**src/rtl/rob_retire.sv**
```systemverilog
// Reorder buffer with in-order retirement: hands out tags, tracks completion,
// and returns superseded physical registers. Optional flush via `ROB_FLUSH_EN.
module rob_retire #(
  parameter int ENTRIES   = 32,
  parameter int WIDTH     = 4,
  parameter int CPL       = 4,
  parameter int RETIRE    = 6,
  parameter int PR_ADDR_W = 6
) (
  input  logic                                  clk,
  input  logic                                  rst,
`ifdef ROB_FLUSH_EN
  input  logic                                  flush,
`endif
  input  logic [WIDTH-1:0]                      alloc_valid,
  input  logic [WIDTH*PR_ADDR_W-1:0]            alloc_old_regs,
  output logic                                  alloc_ready,
  output logic [WIDTH*$clog2(ENTRIES)-1:0]      rob_entries,
  input  logic [CPL-1:0]                        cpl_valid,
  input  logic [CPL*$clog2(ENTRIES)-1:0]        cpl_entry,
  output logic [RETIRE*PR_ADDR_W-1:0]           cmplt_free_regs,
  output logic [$clog2(RETIRE+1)-1:0]           retire_count,
  output logic [$clog2(ENTRIES):0]              rob_count
);

  localparam int TAG_W = $clog2(ENTRIES);
  localparam int CNT_W = TAG_W + 1;
  localparam int RC_W  = $clog2(RETIRE + 1);
  localparam int NW_W  = $clog2(WIDTH + 1);

  logic [ENTRIES-1:0]          r_valid;
  logic [ENTRIES-1:0]          r_done;
  logic [PR_ADDR_W-1:0]        r_old_reg [ENTRIES];
  logic [TAG_W-1:0]            r_head;
  logic [TAG_W-1:0]            r_tail;
  logic [CNT_W-1:0]            r_count;
  logic [RETIRE*PR_ADDR_W-1:0] r_free_regs;
  logic [RC_W-1:0]             r_retire_count;

  logic                        w_flush;
  logic [CNT_W-1:0]            w_space;
  logic                        w_alloc_ready;
  logic                        w_alloc_fire;
  logic [NW_W-1:0]             w_n;
  logic [RC_W-1:0]             w_r;
  logic [ENTRIES-1:0]          w_alloc_mask;
  logic [ENTRIES-1:0]          w_cpl_mask;
  logic [ENTRIES-1:0]          w_ret_mask;
  logic [RETIRE*PR_ADDR_W-1:0] w_free;
  logic                        w_stop;
  logic [TAG_W-1:0]            w_idx;
  int                          w_slot;

`ifdef ROB_FLUSH_EN
  assign w_flush = flush;
`else
  assign w_flush = 1'b0;
`endif

  // Readiness looks only at registered occupancy, never at same-cycle retirement.
  assign w_space       = CNT_W'(ENTRIES) - r_count;
  assign w_alloc_ready = (w_space >= CNT_W'(WIDTH));
  assign w_alloc_fire  = w_alloc_ready && (|alloc_valid) && !w_flush;

  always_comb begin
    w_n = '0;
    for (int i = 0; i < WIDTH; i++) begin
      w_n = w_n + NW_W'(alloc_valid[i]);
    end
  end

  always_comb begin
    w_alloc_mask = '0;
    rob_entries  = '0;
    for (int i = 0; i < WIDTH; i++) begin
      rob_entries[i*TAG_W +: TAG_W] = r_tail + TAG_W'(i);
      if (w_alloc_fire && alloc_valid[i]) begin
        w_alloc_mask[r_tail + TAG_W'(i)] = 1'b1;
      end
    end
  end

  always_comb begin
    w_cpl_mask = '0;
    for (int p = 0; p < CPL; p++) begin
      if (cpl_valid[p] && !w_flush) begin
        w_cpl_mask[cpl_entry[p*TAG_W +: TAG_W]] = 1'b1;
      end
    end
  end

  // Retire the run of valid+done entries from head; pack frees (old_reg > 1) low-first.
  always_comb begin
    w_r        = '0;
    w_stop     = w_flush;
    w_ret_mask = '0;
    w_free     = '0;
    w_slot     = 0;
    w_idx      = r_head;
    for (int k = 0; k < RETIRE; k++) begin
      w_idx = r_head + TAG_W'(k);
      if (!w_stop && r_valid[w_idx] && r_done[w_idx]) begin
        w_r               = w_r + RC_W'(1);
        w_ret_mask[w_idx] = 1'b1;
        if (r_old_reg[w_idx] > PR_ADDR_W'(1)) begin
          w_free[w_slot*PR_ADDR_W +: PR_ADDR_W] = r_old_reg[w_idx];
          w_slot = w_slot + 1;
        end
      end else begin
        w_stop = 1'b1;
      end
    end
  end

  always_ff @(posedge clk or negedge rst) begin
    if (!rst) begin
      r_valid        <= '0;
      r_done         <= '0;
      r_head         <= '0;
      r_tail         <= '0;
      r_count        <= '0;
      r_free_regs    <= '0;
      r_retire_count <= '0;
    end else begin
      r_free_regs    <= w_free;
      r_retire_count <= w_r;
      if (w_flush) begin
        r_valid <= '0;
        r_done  <= '0;
        r_tail  <= r_head;
        r_count <= '0;
      end else begin
        r_head  <= r_head + TAG_W'(w_r);
        if (w_alloc_fire) begin
          r_tail <= r_tail + TAG_W'(w_n);
        end
        r_count <= r_count + (w_alloc_fire ? CNT_W'(w_n) : CNT_W'(0)) - CNT_W'(w_r);
        r_valid <= (r_valid & ~w_ret_mask) | w_alloc_mask;
        // Completions only land on entries that were already valid.
        r_done  <= (r_done | (w_cpl_mask & r_valid)) & ~w_ret_mask & ~w_alloc_mask;
      end
    end
  end

  always_ff @(posedge clk) begin
    for (int i = 0; i < WIDTH; i++) begin
      if (w_alloc_fire && alloc_valid[i]) begin
        r_old_reg[r_tail + TAG_W'(i)] <= alloc_old_regs[i*PR_ADDR_W +: PR_ADDR_W];
      end
    end
  end

  assign alloc_ready     = w_alloc_ready;
  assign cmplt_free_regs = r_free_regs;
  assign retire_count    = r_retire_count;
  assign rob_count       = r_count;

endmodule

```
**config.mk**
```make
export PLATFORM = sky130hd
export DESIGN_NAME = rob_retire
export DESIGN_NICKNAME = d
export VERILOG_FILES = /design/src/rtl/rob_retire.sv
export SDC_FILE = /design/constraint.sdc
export NUM_CORES = 2
export LEC_CHECK = 0
export CAP_MARGIN = 10
export CORE_ASPECT_RATIO = 1.75
export CORE_MARGIN = 5
export CORE_UTILIZATION = 45
export DETAILED_ROUTE_END_ITERATION = 16
export SYNTH_ARGS = -nofsm -noshare
export SYNTH_HDL_FRONTEND = slang
export SYNTH_SLANG_ARGS = --single-unit
```
**constraint.sdc**
```tcl
create_clock -name clk -period 25.4 [get_ports clk]
set_input_delay 5.08 -clock clk [delete_from_list [all_inputs] [get_ports clk]]
set_output_delay 5.08 -clock clk [all_outputs]
set_load 0.02 [all_outputs]
```
# Yosys cells after proc, flatten, opt, wreduce, memory -nomap -nowiden
# Memories as Yosys holds them, arrays and structs flattened.
# Index checks and enable logic that the tools add are counted.
[word_totals]
ramBits = 192
mem_count = 1
register_bits = 119
word_cells = 255
[mem_list]
columns = ["memory", "words", "word_bits", "rd", "rd_ports_with_merged_regs", "wr", "line", "text"]
rows = [
  ["r_old_reg", 32, 6, 6, 0, 4, "33", "logic [PR_ADDR_W-1:0] r_old_reg [ENTRIES];"],
]
[classes]
mux = 113
shift = 10
n_reduce_logical = 35
addsub = 30
magnitude_cmp = 35
bitwise_logic = 19
multipliers = 5
[op_table]
columns = ["op", "count"]
rows = [
  ["$mux W32", 22],
  ["$or A32 B32 Y32", 13],
  ["$mux W36", 10],
  ["$bwmux W36", 5],
  ["$shift A6 B33 Y36 const A", 5],
  ["$shiftx A6 B33 Y36", 5],
  ["$neg A32 Y33", 5],
  ["$mul A32 B3 Y31 const B", 5],
  ["$add A32 B2 Y32 const B", 4],
  ["$and A32 B32 Y32", 4],
  ["$lt A5 B6 Y1 const B", 14],
  ["$demux W1 S5", 14],
  ["$ge A5 B1 Y1 const B", 14],
  ["$not A32 Y32", 2],
  ["$bmux W1 S5", 12],
  ["$mux W1", 42],
  ["$gt A6 B1 Y1 const B", 6],
  ["$logic_and A1 B1 Y1", 30],
  ["$add A5 B2 Y5 const B", 4],
  ["$mux W3", 6],
  ["$add A3 B1 Y3 const B", 4],
  ["$mux W6", 2],
  ["$add A5 B1 Y5 const B", 2],
  ["$add A5 B3 Y5", 2],
  ["other kinds (11)", 15],
]

# Depth between registers and ports, before layout
[logic_depth]
word_depth = 25
depth_mapped = 51
depth_no_buf = 35

# Worst setup path after synthesis
# No wires, ideal clock.
[synth_timing]
path_kind = "register to register"
from = "reg r_head[0]"
to = "reg r_free_regs[24], in the netlist cmplt_free_regs[24]"
t_arrival_ps = 11421
required_time_ps = 25274
stages_incl_launch_ff = 51
setup_ps = 126
slack_ps = 13854
synth_period_minus_slack_ps = 11546
path_cell_list = "dfrtp_1 -> buf_6 -> buf_6 -> inv_4 -> buf_2 -> buf_4 -> buf_2 -> buf_2 -> ha_1 -> buf_2 -> buf_2 -> buf_2 -> buf_2 -> buf_2 -> buf_2 -> mux4_2 -> mux4_2 -> mux2i_1 -> [... 15 more ...] -> clkinv_1 -> nor3_1 -> a21o_1 -> ha_1 -> ha_1 -> fa_1 -> nor2_1 -> nand2_1 -> nor3_1 -> inv_1 -> ha_1 -> clkbuf_1 -> clkinv_1 -> nor3_1 -> nand2_1 -> nor3_1 -> nand2_1 -> mux2i_1"
[synth_via]
elab_chain_len = 24
elab_cells_between_ends = 105
[synth_lines]
columns = ["item", "line", "text"]
rows = [
  ["start: declaration", "34", "logic [TAG_W-1:0] r_head;"],
  ["start signal: assignment", "133", "r_head <= r_head + TAG_W'(w_r);"],
  ["parallel branches: the longest is 23 deep, another holds $add A32 B2 Y32", "--", ""],
  ["$mux W36 *", "102", "if (!w_stop && r_valid[w_idx] && r_done[w_idx]) begin"],
  ["named net w_free[24]", "49", "logic [RETIRE*PR_ADDR_W-1:0] w_free;"],
  ["end signal: assignment", "125", "r_free_regs <= w_free;"],
  ["end: declaration", "37", "logic [RETIRE*PR_ADDR_W-1:0] r_free_regs;"],
]
# Mark *: on every way through the listed nets, which the timed path passes. The select of a mux whose other input is x is not followed.
# A chain may end at the register's enable or synchronous reset.

# Worst setup path in the final report
[layout_timing]
from = "reg r_head[1]"
to = "reg r_free_regs[10], in the netlist cmplt_free_regs[10]"
# Same word-level chain as after synthesis.

==> flow_summary.json <==
{
  "finalCritPeriodShare_pct": 52.51,
  "fillerInstances": 7671,
  "h-tree-depth": 2,
  "clock_latency_ns": 0.59,
  "yosysSeqAreaShare_pct": 24.49,
  "tritoncts": "yes",
  "rsz0062_at_grt": "false",
  "antenna_found_initial": 13,
  "die-width_um": 222.9,
  "final_common_cell": "nand2_1",
  "clock-root-buffer": "clkbuf_16",
  "drtIter0Drc": 5718,
  "drc": 0,
  "fp-row-count": 136,
  "dr_total_vias": 37240,
  "synthFlopType": "edfxtp_1",
  "area.sequential_um2": 8755,
  "hold_class": "reg2reg",
  "max_freq_mhz": 74.98,
  "placed_area_um2": 37300,
  "synth_fp_nets": 4265,
  "place_ws_ns": 12.19,
  "critPathLaunchType": "flip-flop",
  "dpl.hpwl_mm": 154.8,
  "synth.cell_area_um2": 35700,
  "ys_seq_elements": 311,
  "cts_resized": 0,
  "io_pins": 120,
  "fin_cells": 5086,
  "drt_wl_total_mm": 201.8,
  "largest_reg_flops": 192,
  "outcome": "finished clean",
  "synth_edf_count": 192,
  "cts_buffers": 35,
  "cts_sinks": 311,
  "path_max_fanout": 53,
  "synthToLayoutAreaGrowth_pct": 8.268,
  "synth_simple_gate_area_share_pct": 19.94,
  "path_class": "reg2reg",
  "finalInstanceArea_um2": 38650,
  "grt_first_pass_wirelength_mm": 279.9,
  "die_area_um2": 85280,
  "coreArea_um2": 78620,
  "final.setup.worst_slack_ns": 12.06,
  "slew_headroom_pct": 6.142,
  "cp-end-kind": "flip-flop",
  "via_per_inst": 7.322,
  "dr.pass1.iters": 8,
  "mostFrequentLayoutCells": "nand2_1 (686), o21ai_0 (331), mux2i_1 (322)",
  "port_buffers": 119,
  "synth.distinct_cells": 108,
  "grt_max_degree": 77,
  "post_cts_buffers": 0,
  "grt_pass1_vias": 35220,
  "drive_gt1_share_pct": 14.40,
  "die-height_um": 382.6,
  "synthXorXnorAreaFrac_pct": 1.844,
  "synthAdderAreaFrac_pct": 2.937,
  "tns_ns": 0,
  "drv_cap": 0,
  "worst_pin_slew_ns": 1.408,
  "holdBufCountCts": 0,
  "gp_congestion": 1.174,
  "clockBufferDepth": 3,
  "clk_transition_reported_paths_ns": 0.07,
  "cp_slowest_cell": "dfrtp_4",
  "ys_async_sr_fraction_pct": 38.26,
  "hold_viol_final": 0,
  "arrival_ns": 13.84,
  "clock_skew_ns": 0.02436,
  "multiInputGateArea_um2": 25160,
  "cp.required_ns": 25.90,
  "maxSlewViolCount": 0,
  "synth_top_family_by_area": "multiplexers",
  "ant_nets": 0,
  "initial_core_util_pct": 45.41,
  "yosys_warnings": 0,
  "cp_common_cell": "ha_1",
  "period_minus_slack_ns": 13.34,
  "grt_usage_pct": 45.99,
  "synthCells": 4132,
  "yosys-mux-area-fraction_pct": 26.57,
  "avgSynthCellArea_um2": 8.639,
  "slowest_delay_ns": 0.88,
  "synth_compound_area_share_pct": 18.71,
  "fin_nets": 4149,
  "placed_cells": 5008,
  "wl_per_cell_um": 39.68,
  "grt-ovfl-total": 0,
  "setup_viol": 0
}
-- synth_stat cells (all sizes together) (13+ instances only) --
library cell	count	area share (%)
a211oi	27	0.58
a21o	40	0.84
a21oi	288	4.1
a221oi	15	0.37
a222oi	29	0.81
a22oi	24	0.55
a31oi	18	0.32
and2	33	0.58
and3	39	0.68
buf	107	1.8
clkbuf	260	2.7
dfrtp	119	8.3
edfxtp	192	16
ha	71	2.5
inv	84	0.89
mux2	83	2.6
mux2i	325	9.1
mux4	235	15
nand2	687	7.2
nand2b	27	0.47
nand3	188	2.6
nand3b	34	0.72
nand4	37	0.65
nor2	236	2.5
nor2b	20	0.35
nor3	105	1.5
nor3b	30	0.68
nor4	20	0.37
o211ai	40	0.84
o21ai	339	4.8
o21bai	13	0.27
o221ai	45	1.1
o22a	37	0.91
o22ai	29	0.51
o32ai	16	0.39
or2	14	0.25
or3	18	0.33
or3b	13	0.32
xnor2	39	1.2
xor2	28	0.69
-- path summary, 6_finish.rpt --
kind / from / end / slack (ns) / cells after the start
min in group asynchronous: rst / retire_count[0] / 4.42 / 1
min reg2reg: r_valid[4] / r_valid[4] / 0.51 / 1
max in group asynchronous: rst / cmplt_free_regs[14] / 19.54 / 2
min: r_valid[4] / r_valid[4] / 0.51 / 1
max: r_head[1] / cmplt_free_regs[10] / 12.06 / 38
max reg2reg: r_head[1] / cmplt_free_regs[10] / 12.06 / 38
-- cell families (layout without fill, tap and decap cells) --
group | after synthesis | count (layout)
xor+xnor | 67 | 67
buf+inv | 455 | 364
compound gates | 1049 | 1049
simple gates | 1528 | 1528
mux | 643 | 643
flops | 311 | 311
other cells | 0 | 10
fa+ha+maj | 79 | 79
-- layout make-up --
| class | instances | share of cell area, % |
|---|---|---|
| Antenna cell | 10 | 0.06475 |
| Clock buffer | 44 | 2.541 |
| Clock inverter | 18 | 0.6766 |
| Inverter | 88 | 0.8611 |
| Multi-Input combinational cell | 3366 | 65.09 |
| Sequential cell | 311 | 22.65 |
| Tap cell | 1035 | 3.351 |
| Timing Repair Buffer | 214 | 4.765 |
-- metrics by stage --
step | hold slack, ns | utilization, %
final | 0.5067 | 49.16
after global routing | 0.5148 | 49.13
after CTS | 0.5059 | 49.02
after detailed placement | 0.4923 | 47.44
after global placement | 0.4845 | 47.44
after floorplan | 0.4722 | -
-- worst max-delay path, delay by kind of cell, from the launching register on --
family,cells,cell delay (ns)
adders and majority gates,9,3.56
buffers and inverters,8,3.20
muxes,5,2.24
AOI/OAI and AO/OA,7,1.22
DFF,1,0.88
and+or+nand+nor,9,2.11
-- metal layers --
layer	global-route usage, %	up-vias	wire length, µm
met5	0.05760	-	54
met4	50.70	6	31260
li1	-	15390	-
met1	43.37	17850	58840
met2	75.85	2813	93800
met3	12.51	1179	17870
Power is left out: the tool's default activity adds up to more than one toggle a clock period on the data nets, which glitch-free logic cannot reach.
